[config.mk]
export PLATFORM = sky130hd
export DESIGN_NAME = qsfp_mgmt_ctrl
export DESIGN_NICKNAME = d
export VERILOG_FILES = /design/src/rtl/qsfp_mgmt_pkg.sv /design/src/rtl/sync_debounce.sv /design/src/rtl/qsfp_mgmt_ctrl.sv
export SDC_FILE = /design/constraint.sdc
export NUM_CORES = 1
export LEC_CHECK = 0
export CAP_MARGIN = 15
export CORE_MARGIN = 4
export CORE_UTILIZATION = 63
export CTS_CLUSTER_SIZE = 28
export DETAILED_ROUTE_END_ITERATION = 16
export PLACE_DENSITY = 0.85
export SLEW_MARGIN = 20
export SYNTH_ARGS = -nofsm -noshare
export SYNTH_HDL_FRONTEND = slang
export SYNTH_SLANG_ARGS = --single-unit
[constraint.sdc]
create_clock -name clk_50 -period 3.7 [get_ports clk_50]
set_clock_uncertainty 0.1 [all_clocks]
set_input_delay 0.74 -clock clk_50 [delete_from_list [all_inputs] [get_ports clk_50]]
set_output_delay 0.74 -clock clk_50 [all_outputs]
set_load 0.005 [all_outputs]
[src/rtl/qsfp_mgmt_pkg.sv]
`default_nettype none
// qsfp_mgmt_pkg: shared state encoding and timing defaults for the QSFP management controller.
package qsfp_mgmt_pkg;

  localparam int unsigned DEBOUNCE_CYC_DEF   = 50000;
  localparam int unsigned RST_ASSERT_CYC_DEF = 500;
  localparam int unsigned INIT_WAIT_CYC_DEF  = 100000000;
  localparam int unsigned CNT_W              = 27;

  typedef enum logic [1:0] {
    ST_ABSENT     = 2'd0,
    ST_RST_ASSERT = 2'd1,
    ST_INIT_WAIT  = 2'd2,
    ST_READY      = 2'd3
  } state_e;

endpackage
`default_nettype wire

[src/rtl/sync_debounce.sv]
`default_nettype none
// sync_debounce: 2-flop synchronizer followed by a stability-counter debouncer.
module sync_debounce #(
  parameter int unsigned DEBOUNCE_CYC = 4
) (
  input  logic clk_i,
  input  logic rst_ni,
  input  logic async_i,
  output logic level_o
);

  localparam int unsigned   CW   = (DEBOUNCE_CYC > 1) ? $clog2(DEBOUNCE_CYC) : 1;
  localparam logic [CW-1:0] LAST = CW'(DEBOUNCE_CYC - 1);

  logic          meta_q;
  logic          sync_q;
  logic          level_q, level_d;
  logic [CW-1:0] cnt_q, cnt_d;

  // The level flips on the DEBOUNCE_CYC-th consecutive differing cycle.
  always_comb begin
    level_d = level_q;
    cnt_d   = cnt_q;
    if (sync_q == level_q) begin
      cnt_d = '0;
    end else if (cnt_q == LAST) begin
      level_d = sync_q;
      cnt_d   = '0;
    end else begin
      cnt_d = cnt_q + 1'b1;
    end
  end

  always_ff @(posedge clk_i or negedge rst_ni) begin
    if (!rst_ni) begin
      meta_q  <= 1'b1;
      sync_q  <= 1'b1;
      level_q <= 1'b1;
      cnt_q   <= '0;
    end else begin
      meta_q  <= async_i;
      sync_q  <= meta_q;
      level_q <= level_d;
      cnt_q   <= cnt_d;
    end
  end

  assign level_o = level_q;

endmodule
`default_nettype wire

[src/rtl/qsfp_mgmt_ctrl.sv]
`default_nettype none
// qsfp_mgmt_ctrl: QSFP presence debounce, reset/init sequencing, interrupt and insertion tracking.
module qsfp_mgmt_ctrl
  import qsfp_mgmt_pkg::*;
#(
  parameter int unsigned DEBOUNCE_CYC   = DEBOUNCE_CYC_DEF,
  parameter int unsigned RST_ASSERT_CYC = RST_ASSERT_CYC_DEF,
  parameter int unsigned INIT_WAIT_CYC  = INIT_WAIT_CYC_DEF
) (
  input  logic       clk_50,
  input  logic       cpu_resetn,
  input  logic       qsfp_mod_prsn,
  input  logic       qsfp_interruptn,
  input  logic       sw_reset_req,
  input  logic       lp_mode_req,
  input  logic       int_clear,
  output logic       qsfp_rstn,
  output logic       qsfp_lp_mode,
  output logic       qsfp_mod_seln,
  output logic       mod_present,
  output logic       mod_ready,
  output logic       int_pending,
  output logic [1:0] state,
  output logic [7:0] insert_cnt
);

  localparam logic [CNT_W-1:0] RST_LAST  = CNT_W'(RST_ASSERT_CYC - 1);
  localparam logic [CNT_W-1:0] INIT_LAST = CNT_W'(INIT_WAIT_CYC - 1);

  logic             prsn_deb;
  logic             int_meta_q, int_sync_q;
  logic             present_q;
  state_e           state_q, state_d;
  logic [CNT_W-1:0] cnt_q, cnt_d;
  logic [7:0]       insert_q, insert_d;
  logic             rstn_q, rstn_d;
  logic             lp_q, lp_d;
  logic             seln_q, seln_d;
  logic             ready_q, ready_d;
  logic             int_q, int_d;

  sync_debounce #(
    .DEBOUNCE_CYC (DEBOUNCE_CYC)
  ) u_prsn_deb (
    .clk_i   (clk_50),
    .rst_ni  (cpu_resetn),
    .async_i (qsfp_mod_prsn),
    .level_o (prsn_deb)
  );

  // Loss of presence overrides every other transition.
  always_comb begin
    state_d  = state_q;
    cnt_d    = cnt_q;
    insert_d = insert_q;
    if (!present_q) begin
      state_d = ST_ABSENT;
      cnt_d   = '0;
    end else begin
      unique case (state_q)
        ST_ABSENT: begin
          state_d = ST_RST_ASSERT;
          cnt_d   = '0;
          if (insert_q != 8'hFF) insert_d = insert_q + 8'd1;
        end
        ST_RST_ASSERT: begin
          if (cnt_q == RST_LAST) begin
            state_d = ST_INIT_WAIT;
            cnt_d   = '0;
          end else begin
            cnt_d = cnt_q + 1'b1;
          end
        end
        ST_INIT_WAIT: begin
          if (sw_reset_req) begin
            state_d = ST_RST_ASSERT;
            cnt_d   = '0;
          end else if (cnt_q == INIT_LAST) begin
            state_d = ST_READY;
            cnt_d   = '0;
          end else begin
            cnt_d = cnt_q + 1'b1;
          end
        end
        ST_READY: begin
          if (sw_reset_req) begin
            state_d = ST_RST_ASSERT;
            cnt_d   = '0;
          end
        end
        default: state_d = ST_ABSENT;
      endcase
    end
  end

  // Module-facing outputs are decoded from the next state so they align with state.
  always_comb begin
    rstn_d  = (state_d == ST_INIT_WAIT) || (state_d == ST_READY);
    seln_d  = (state_d != ST_READY);
    ready_d = (state_d == ST_READY);
    lp_d    = !((state_d == ST_READY) && !lp_mode_req);
    int_d   = int_q;
    if (state_d == ST_ABSENT) begin
      int_d = 1'b0;
    end else if ((state_q == ST_READY) && !int_sync_q) begin
      int_d = 1'b1;
    end else if (int_clear) begin
      int_d = 1'b0;
    end
  end

  always_ff @(posedge clk_50 or negedge cpu_resetn) begin
    if (!cpu_resetn) begin
      int_meta_q <= 1'b1;
      int_sync_q <= 1'b1;
      present_q  <= 1'b0;
      state_q    <= ST_ABSENT;
      cnt_q      <= '0;
      insert_q   <= '0;
      rstn_q     <= 1'b0;
      lp_q       <= 1'b1;
      seln_q     <= 1'b1;
      ready_q    <= 1'b0;
      int_q      <= 1'b0;
    end else begin
      int_meta_q <= qsfp_interruptn;
      int_sync_q <= int_meta_q;
      present_q  <= ~prsn_deb;
      state_q    <= state_d;
      cnt_q      <= cnt_d;
      insert_q   <= insert_d;
      rstn_q     <= rstn_d;
      lp_q       <= lp_d;
      seln_q     <= seln_d;
      ready_q    <= ready_d;
      int_q      <= int_d;
    end
  end

  assign qsfp_rstn     = rstn_q;
  assign qsfp_lp_mode  = lp_q;
  assign qsfp_mod_seln = seln_q;
  assign mod_present   = present_q;
  assign mod_ready     = ready_q;
  assign int_pending   = int_q;
  assign state         = state_q;
  assign insert_cnt    = insert_q;

endmodule
`default_nettype wire

==> results.toml <==
[run_status]
status = "finished clean"

[clocking]
h-tree-depth = 3
cts_tree = "done"
cts-resized-gates = 0
clockBufferDepth = 2
clkSinkCount = 64
cts_hold_buf = 0
cts-root-buf = "clkbuf_8"
cts_buffers = 9
clkSlewWorstSetupHoldPaths_ns = 0.07
cts_setup_buffers = 0
insertion_delay_ns = 0.34

[pwr]
pwr-share-seq_pct = 53.2
clkPwrFrac_pct = 44.7
intPower_uw = 1040
p_sw_share_pct = 21.7
p_leak_uw = 0.00170
pwr-share-comb_pct = 2.1
p_per_area_nw_per_um2 = 355
switchingPower_uw = 289
irDropWorstVdd_v = 0.000290

[floorplanning]
row_count = 26
dieArea_um2 = 6470
initial_core_util_pct = 64.7
die_w_um = 80.4
io_pins = 23
die_height_um = 80.4
core_um2 = 5110

[yosys]
synth_ff_type = "dfrtp_1"
yosysWarnings = 0
synth.distinct_cells = 47
syn-cell-area_um2 = 3300
async_reset_ff_share_pct = 100
synthCells = 342
synth_edf_count = 0
syn_avg_cell_area_um2 = 9.66
synth-seq-cells = 64
netlist_top_cells_area = "dfrtp_1 43%, dfstp_2 5.6%, a31oi_1 4.4%, nand2_1 3.9%, nor2_1 3.6%"
yosysTopAreaCell = "dfrtp_1"
synth_nets = 358
ys_seq_area_share_pct = 48.8
synth_top_cell_area_share_pct = 43.2

[critical_path]
critPathKind = "reg -> reg"
cp-start-kind = "flip-flop"
crit_arrival_ns = 2.82
reg2reg_slack_ns = 1.0
crit_path_max_fanout = 51
r2r-end = "cnt_q[18]"
crit_start = "cnt_q[9]"
reg2reg_depth = 7
crit_path_end_kind = "flip-flop"
r2r-start = "cnt_q[9]"
cp-endpoint = "cnt_q[18]"
critPathRequiredTime_ns = 3.82

[global_route]
grt_pass1_wl_mm = 11.9
globalRouteMet1Util_pct = 30.6
grt_pass1_vias = 2530
grt.total_usage_pct = 23.6
grt_max_degree = 65
antenna_found_initial = 0
grt_use_met2_pct = 37.3
gr-total-overflow = 0
grt-busiest-layer = "met2"
gr-usage-met3_pct = 6.73

[timing]
slew_headroom_pct = 47.5
rsz0062_at_grt = "no"
hold_viol = 0
final.setup.tns_ns = 0
fin_crit_sh_pct = 73.0
fin_crit_ns = 2.70
drv_slew = 0
fin_hold_ws_ns = 0.258
worstMarginPinSlew_ns = 0.788
layout_setup_ws_ns = 0.998
fmax_mhz = 370
setup_viol = 0

[final_layout]
area_delta_synth_final_pct = 13.6
drive_above_1_share_pct = 9.76
antennaDiodeCount = 0
final_nets = 380
layout_commonest_cell = "dfrtp_1"
final_cell_mix = "57 x dfrtp_1, 34 x nand2_1, 32 x nor2_1, 23 x a31oi_1, 21 x clkdlybuf4s50_1"
finalNonFillerCells = 439

[placed_design]
post-place-ws_ns = 0.975
dp_hpwl_mm = 4.57
io_buffer_count = 22
gp_congestion = 0.868
dp_cells = 423

[drt]
routed_via_density = 6.11
first_pass_iters = 5
drc_errors = 0
drt-total-wl_mm = 6.92
ant_nets = 0
vias = 2684
drt_iter0_drc = 245
post_drt_wl_per_cell_um = 15.8

[hold_path]
hold_class = "reg -> reg"

[run]
max-cap-violations = 0
## area by class of cell
| type | count | area, µm² |
|---|---|---|
| clock buffer | 11 | 141 |
| tap | 70 | 87.6 |
| multi-input combinational | 253 | 1580 |
| inverter | 11 | 41.3 |
| fill | 355 | 1350 |
| clock inverter | 5 | 56.3 |
| timing repair buffer | 25 | 238 |
| sequential | 64 | 1610 |
## critical path, stage by stage (launching register included)
cell,delay (ns)
dfrtp_1,0.44
or4_4,0.56
nor4_4,0.35
a41o_1,0.30
a21oi_4,0.07
buf_4,0.28
and3_1,0.23
a221o_1,0.25
## metal layers
layer / vias up / routed length [µm]
li1: 1287 / -
met1: 1291 / 3060
met2: 90 / 3270
met3: 16 / 470
met4: 0 / 116
met5: - / 0
## cells in the mapped netlist (4+ instances only)
| cell type | instances |
|---|---|
| dfrtp_1 | 57 |
| nand2_1 | 34 |
| nor2_1 | 32 |
| a31oi_1 | 23 |
| a21oi_1 | 19 |
| nand3_1 | 18 |
| nand4_1 | 14 |
| and3_1 | 13 |
| xor2_1 | 12 |
| inv_1 | 11 |
| xnor2_1 | 10 |
| ha_1 | 9 |
| nand2b_1 | 8 |
| nor3_1 | 8 |
| o21ai_0 | 8 |
| dfstp_2 | 7 |
| a41oi_1 | 6 |
| nor4_1 | 6 |
| clkbuf_1 | 5 |
| buf_2 | 4 |
## worst min path at each step
stage               slack [ns]    endpoint  cells after the start       start
finish                    0.26  int_sync_q                      0  int_meta_q
floorplan                 0.25  int_sync_q                      0  int_meta_q
global route              0.26  int_sync_q                      0  int_meta_q
global placement          0.25  int_sync_q                      0  int_meta_q
detailed placement        0.25  int_sync_q                      0  int_meta_q
CTS                       0.26  int_sync_q                      0  int_meta_q
## registers in the layout, indices dropped and copies added, names as in the netlist
register / flops
cnt_q: 27
insert_cnt: 8
int_meta_q: 1
int_pending: 1
int_sync_q: 1
mod_present: 1
mod_ready: 1
qsfp_lp_mode: 1
qsfp_mod_seln: 1
qsfp_rstn: 1
state: 2
u_prsn_deb.cnt_q: 16
u_prsn_deb.level_o: 1
u_prsn_deb.meta_q: 1
u_prsn_deb.sync_q: 1
## power by group through the flow
stage	registers (µW)	clock network (µW)	logic, µW
final	709	596	27.8
after global placement	721	0	27.6
after CTS	709	604	28.7
after floorplan	721	0	6.56
after global routing	709	633	32.5
after detailed placement	722	0	28.7
## kinds of logic (layout without fill, tap and decap cells)
kind of cell               Yosys count  after routing  synth area share (%)
DFF                                 64             64                  48.8
adders and majority gates            9              9                  3.41
muxes                                3              3                  1.02
buffers and inverters               25             52                  3.67
and+or+nand+nor                    151            151                  24.0
xor gates and xnor gates            22             22                  5.83
AOI/OAI and AO/OA                   68             68                  13.3
## per-stage QoR
step	instance area, µm²	utilization [%]	power [µW]
3_3_place_gp	3560	69.6	749
6_report	3750	73.5	1330
4_1_cts	3750	73.5	1340
2_1_floorplan	3300	-	728
3_5_place_dp	3560	69.6	751
5_1_grt	3750	73.5	1380
Note: power is estimated with default switching activity, not from simulation.
